### config.mk
export PLATFORM = sky130hd
export DESIGN_NAME = dot_product_ctrl
export DESIGN_NICKNAME = d
export VERILOG_FILES = /design/src/rtl/dot_product_ctrl.sv
export SDC_FILE = /design/constraint.sdc
export NUM_CORES = 1
export LEC_CHECK = 0
export ABC_CLOCK_PERIOD_IN_PS = 5000
export CORE_MARGIN = 4
export CORE_UTILIZATION = 35
export DETAILED_ROUTE_END_ITERATION = 10
export PLACE_DENSITY = 0.82
export SYNTH_ARGS = -nofsm -noshare
export SYNTH_HDL_FRONTEND = slang
export SYNTH_SLANG_ARGS = --single-unit
### constraint.sdc
create_clock -name clk -period 5 [get_ports clk]
set_input_delay 1 -clock clk [delete_from_list [all_inputs] [get_ports clk]]
set_output_delay 1 -clock clk [all_outputs]
set_load 0.01 [all_outputs]
### src/rtl/dot_product_ctrl.sv
// Dot-product sequencer: streams paired x/h samples into an external registered MAC,
// flushes its two-stage pipeline, then rounds and saturates the accumulator into y_data.
module dot_product_ctrl #(
    parameter int unsigned AWIDTH = 16,
    parameter int unsigned BWIDTH = 16,
    parameter int unsigned CWIDTH = 32,
    parameter int unsigned PWIDTH = 33,
    parameter int unsigned LEN_W  = 8,
    parameter int unsigned OWIDTH = 16,
    parameter int unsigned SHIFT  = 15
) (
    input  logic              clk,
    input  logic              rst,
    input  logic              start,
    input  logic [LEN_W-1:0]  len,
    output logic              busy,
    input  logic [AWIDTH-1:0] x_data,
    input  logic              x_valid,
    output logic              x_ready,
    input  logic [BWIDTH-1:0] h_data,
    input  logic              h_valid,
    output logic              h_ready,
    output logic [AWIDTH-1:0] mac_a,
    output logic [BWIDTH-1:0] mac_b,
    output logic [CWIDTH-1:0] mac_c,
    output logic              mac_ce,
    output logic              mac_rst,
    input  logic [PWIDTH-1:0] mac_p,
    output logic [OWIDTH-1:0] y_data,
    output logic              y_valid,
    input  logic              y_ready
);

    localparam int unsigned RW = PWIDTH + 1;
    localparam logic signed [RW-1:0] RND_BIAS = RW'(1) << (SHIFT - 1);
    localparam logic signed [RW-1:0] Y_MAX    = (RW'(1) << (OWIDTH - 1)) - RW'(1);
    localparam logic signed [RW-1:0] Y_MIN    = RW'(0) - (RW'(1) << (OWIDTH - 1));

    typedef enum logic [2:0] {
        IDLE,
        CLEAR,
        FEED,
        FLUSH1,
        FLUSH2,
        CAPTURE,
        OUT
    } state_t;

    state_t            state;
    state_t            state_next;
    logic [LEN_W-1:0]  len_q;
    logic [LEN_W-1:0]  cnt;
    logic              accept;
    logic              last_pair;
    logic signed [RW-1:0] rnd_sum;
    logic signed [RW-1:0] rnd_val;
    logic [OWIDTH-1:0] sat_val;

    assign last_pair = (cnt == len_q - LEN_W'(1));
    assign mac_rst   = rst | (state == CLEAR);
    assign mac_c     = '0;

    // State register
    always_ff @(posedge clk) begin
        if (rst) begin
            state <= IDLE;
        end else begin
            state <= state_next;
        end
    end

    // Next-state and handshake/MAC control; everything idles while rst is held
    always_comb begin
        state_next = state;
        busy       = 1'b0;
        y_valid    = 1'b0;
        x_ready    = 1'b0;
        h_ready    = 1'b0;
        mac_a      = '0;
        mac_b      = '0;
        mac_ce     = 1'b0;
        accept     = 1'b0;
        if (!rst) begin
            busy = (state != IDLE);
            case (state)
                IDLE: begin
                    if (start) begin
                        state_next = (len != '0) ? CLEAR : OUT;
                    end
                end
                CLEAR: state_next = FEED;
                FEED: begin
                    // Each side is ready only when the other side has data, so pairs stay aligned
                    x_ready = h_valid;
                    h_ready = x_valid;
                    if (x_valid && h_valid) begin
                        accept = 1'b1;
                        mac_a  = x_data;
                        mac_b  = h_data;
                        mac_ce = 1'b1;
                        if (last_pair) begin
                            state_next = FLUSH1;
                        end
                    end
                end
                FLUSH1: begin
                    mac_ce     = 1'b1;
                    state_next = FLUSH2;
                end
                FLUSH2: begin
                    mac_ce     = 1'b1;
                    state_next = CAPTURE;
                end
                CAPTURE: state_next = OUT;
                OUT: begin
                    y_valid = 1'b1;
                    if (y_ready) begin
                        state_next = IDLE;
                    end
                end
                default: state_next = IDLE;
            endcase
        end
    end

    // Round half-up in one extra bit so the bias cannot wrap, then clamp to the output range
    always_comb begin
        rnd_sum = $signed({mac_p[PWIDTH-1], mac_p}) + RND_BIAS;
        rnd_val = rnd_sum >>> SHIFT;
        if (rnd_val > Y_MAX) begin
            sat_val = Y_MAX[OWIDTH-1:0];
        end else if (rnd_val < Y_MIN) begin
            sat_val = Y_MIN[OWIDTH-1:0];
        end else begin
            sat_val = rnd_val[OWIDTH-1:0];
        end
    end

    // Length latch, pair counter and result register
    always_ff @(posedge clk) begin
        if (rst) begin
            len_q  <= '0;
            cnt    <= '0;
            y_data <= '0;
        end else begin
            case (state)
                IDLE: begin
                    if (start) begin
                        len_q <= len;
                        if (len == '0) begin
                            y_data <= '0;
                        end
                    end
                end
                CLEAR:   cnt <= '0;
                FEED: begin
                    if (accept) begin
                        cnt <= cnt + LEN_W'(1);
                    end
                end
                CAPTURE: y_data <= sat_val;
                default: ;
            endcase
        end
    end

endmodule

==> Yosys cells after proc, flatten, opt, wreduce, memory -nomap -nowiden <==
Cells that the tools add are included.
W data, S select, Z words.
{ "classes": {"addsub": 3, "order_cmp": 2, "n_eq_ne": 13, "mux": 31, "bitwise_logic": 1, "reduce_logical": 12} }
{ "ops": {"columns": ["op", "n"], "rows": [
  ["$mux W16", 10],
  ["$add A33 B16 Y34 const B", 1],
  ["$pmux W16 S2", 1],
  ["$pmux W3 S7", 1],
  ["$gt A19 B16 Y1 const B", 1],
  ["$lt A19 B16 Y1 const B", 1],
  ["$pmux W8 S2", 1],
  ["$mux W3", 5],
  ["$ne A2 B2 Y1 const B", 6],
  ["$mux W1", 11],
  ["$eq A3 B3 Y1 const B", 3],
  ["$add A8 B1 Y8 const B", 1],
  ["$eq A8 B8 Y1", 1],
  ["$logic_not A8 Y1", 1],
  ["$mux W8", 1],
  ["$reduce_bool A8 Y1", 1],
  ["$sub A8 B1 Y8 const B", 1],
  ["$eq A3 B2 Y1 const B", 2],
  ["$reduce_and A2 Y1", 2],
  ["$reduce_and A4 Y1", 1],
  ["$reduce_bool A2 Y1", 2],
  ["$eq A3 B1 Y1 const B", 1],
  ["$logic_not A3 Y1", 1],
  ["$reduce_and A3 Y1", 1],
  ["5 further kinds", 5]
]} }
{ "totals": {"register_bits": 35, "in_bits": 79, "output_inout_bits": 86, "word_cells": 66} }

==> Logic depth before layout (Yosys ltp) <==
{ "logic_depth": {"ltp_word": 6, "depth_mapped": 8, "mapped_depth_nobuf": 8} }

==> Worst setup path after synthesis <==
OpenSTA, ideal clock, no wires.
{ "synth_path": {"path_kind": "in2out", "startpoint": "input rst", "endpoint": "output mac_a[0]", "arrival_ns": 1.928, "required_time_ns": 4.000, "path_slack_ns": 2.072, "path_stages": 4, "path_buffers": 2, "path_cell_list": "clkbuf_1 -> nor2b_1 -> clkbuf_1 -> and3_1"} }
{ "synth_between": {"elab_chain_cells": 1} }
{ "synth_rtl": {"columns": ["item", "line", "rtl"], "rows": [
  ["start: declaration", "13", "input logic rst,"],
  ["$mux W16", "83", "if (!rst) begin"],
  ["end: declaration", "23", "output logic [AWIDTH-1:0] mac_a,"]
]} }
No other way between the ends.

==> Worst setup path after layout <==
{ "layout_path": {"startpoint": "input h_valid", "endpoint": "output mac_a[3]"} }
{ "layout_between": {"elab_chain_cells": 4} }
{ "layout_rtl": {"columns": ["item", "line", "rtl"], "rows": [
  ["start: declaration", "21", "input logic h_valid,"],
  ["$logic_and A1 B1 Y1", "96", "if (x_valid && h_valid) begin"],
  ["$mux W16", "96", null],
  ["$mux W16", "85", "case (state)"],
  ["$mux W16", "83", null]
]} }
No other way between the ends.

==> flow_summary.yaml <==
setup_path:
  crit_top_cell: "clkdlybuf4s50_1"
  cp_slowest_stage_delay_ns: 0.55
  worstPathArrival_ns: 2.87
  worstSetupEndpointType: "primary output"
  ff2ff_setup_slack_ns: 2.87
  criticalPathCategory: "primary input to primary output"
  cp_num_buf_inv: 3
  path_max_fanout: 25
  start_kind: "primary input"
  cp_top_family: "buffers and inverters"
  slowest_stage: "clkdlybuf4s50_1"
  path_cells: "clkdlybuf4s50_1 > and2_1 > buf_4 > and3_1 > clkdlybuf4s50_1"
  required_ns: 4.00
worst_hold_path:
  hp-class: "flop to flop"
place:
  gp_congestion: 0.823
  post-dp-hpwl_um: 6080
  post-place-cells: 551
  portBuffers: 118
clock_tree:
  cts_buffer_depth: 2
  root_buffer: "clkbuf_8"
  cts.sinks: 35
  tritoncts: "done"
  clk_latency_ns: 0.30
  cts_htree_levels: 2
  cts_buffers: 5
  clk_pin_slew_worst_paths_ns: 0.07
  cts.repair.resized: 0
  postCtsHoldBufs: 0
  postCtsSetupBuffers: 0
cells_and_area:
  syn_to_final_growth_pct: 48.6
  num_antenna_cells: 0
  layout.nets: 544
  final_core_util_pct: 54.9
  drive_above_1_share_pct: 3.67
  finalNonFillerCells: 559
power:
  p_leak_nw: 1.51
  cellPowerDensity_mw_per_mm2: 281
  ir_worst_vdd_mv: 0.179
floorplanning:
  ios: 165
  start_util_pct: 37.0
  core_sq_mm: 0.00694
  die_h_um: 93.6
  dieArea_sq_mm: 0.00877
  die-width_um: 93.6
  rows: 30
synth:
  synthesis.area_sq_mm: 0.00257
  synth_area_leader_cell: "dfxtp_1"
  yosys-top-cells-area: "dfxtp_1 27%, buf_4 9.4%, and3_1 8.5%"
  yosys.area.top_type_share_pct: 27.3
  syn_avg_cell_area_sq_um: 7.27
  ys_ff_latch: 35
  synth_edf_count: 0
  async_reset_ff_share_pct: 0
  synthCells: 353
  ys_types: 40
  synth_flop_cell: "dfxtp_1"
  yosysSeqAreaShare_pct: 27.3
  yosys_warnings: 0
sta:
  worstMarginPinSlew_ns: 0.901
  rsz0062_at_grt: "false"
  hold_viol: 0
  slew_viol_final: 0
  max_freq_mhz: 258
  finalCritPeriodShare_pct: 77.4
  period_minus_slack_ns: 3.87
  fin_skew_ns: 0.0105
  slew_headroom_pct: 39.9
  fin_tns_setup_ns: 0
  final-setup-viol-count: 0
grt:
  grt_pass1_wl_um: 12100
  grt_max_degree: 36
  grt_use_total_pct: 16.9
  antenna_found_initial: 0
  overflow: 0
  grt_pass1_vias: 2532
drt:
  drtPass1Iterations: 4
  antenna_left: 0
  drc: 0
  post_drt_wl_per_cell_um: 13.4
  totalWireLength_um: 7510
  viasPerCell: 4.90
  vias: 2738
  drt_iter0_markers: 151
status:
  status: "finished clean"
flow_run:
  maxCapViolCount: 0
[flip-flops by register name, summed over array words and instances, names as in the netlist]
signal and count:
cnt 8, len_q 8, state 3, y_data 16
[power breakdown]
group	switching [mW]	internal [mW]	total (mW)
logic	0.214	0.210	0.424
clock network	0.105	0.161	0.267
registers	0.0640	0.318	0.382
[cells in the mapped netlist (2+ instances only)]
library cell,count
nand3b_1,3
nor3_1,8
xnor2_1,19
nor3b_1,3
or3_1,2
and2_1,4
and4_1,2
a211oi_1,2
o21ai_0,22
nand3_1,15
buf_4,32
ha_1,3
and3_1,35
nand4_1,8
a31oi_1,4
inv_1,7
nand2_1,34
clkbuf_1,18
dfxtp_1,35
nor4_1,5
o21bai_1,2
nor2_1,31
nor2b_1,3
a21oi_1,29
xor2_1,12
[worst min-delay path, stage by stage (launching register included)]
cell     delay (ns)
dfxtp_1        0.33
nand2_1        0.05
o21ai_0        0.06
[per-stage QoR]
stage / total power [mW] / instance area [sq um] / hold slack [ns] / setup slack (ns)
finish: 1.07 / 3810 / 0.469 / 1.13
floorplan: 0.659 / 2680 / 0.448 / 2.07
detailed placement: 0.809 / 3690 / 0.460 / 1.10
global route: 1.15 / 3810 / 0.500 / 0.969
CTS: 1.08 / 3810 / 0.479 / 1.10
global placement: 0.800 / 3690 / 0.436 / 1.13
[layout by cell type (no fill, tap or decap), drive strengths merged, types with 4 or more instances in the layout]
cell type,instances
nand3,16
nor3,8
clkdlybuf4s50,118
and2,4
clkbuf,6
xor2,12
a31oi,4
and3,35
nand4,8
a21oi,29
inv,7
nor4,5
nor2,31
o21ai,22
nand2,34
dfxtp,35
buf,4
conb,32
xnor2,19
[final cells by class]
type	count	area [sq um]
timing repair buffer	122	1210
clock inverter	2	35.0
multi-input combinational	291	1640
fill	668	3130
tap	96	120
inverter	7	26.3
sequential	35	701
clock buffer	6	82.6
[routing by layer]
layer	vias to the layer above	global-route usage (%)	wire (um)
met1	1252	20.5	3030
met5	-	0	0
met4	0	6.14	141
li1	1375	-	-
met3	17	4.99	526
met2	94	28.2	3810
[final timing paths]
path | startpoint | cells after the start | endpoint
hold / removal | y_data[2] | 2 | y_data[2]
setup reg to reg | state[0] | 5 | y_data[9]
hold reg to reg | y_data[2] | 2 | y_data[2]
setup / recovery | h_valid | 5 | mac_a[3]
[kinds of logic (layout without fill, tap and decap cells)]
| family | count (synthesis) | after routing | share of synthesized area [%] |
|---|---|---|---|
| other | 1 | 32 | 0.146 |
| AND/OR/NAND/NOR | 160 | 160 | 32.8 |
| flip-flops | 35 | 35 | 27.3 |
| adder cells (fa/ha/maj) | 3 | 3 | 1.46 |
| buffers and inverters | 58 | 137 | 13.5 |
| XOR/XNOR | 31 | 31 | 10.6 |
| AO/OA/AOI/OAI | 65 | 65 | 14.3 |
No activity file was read; power rests on OpenSTA's default activity.
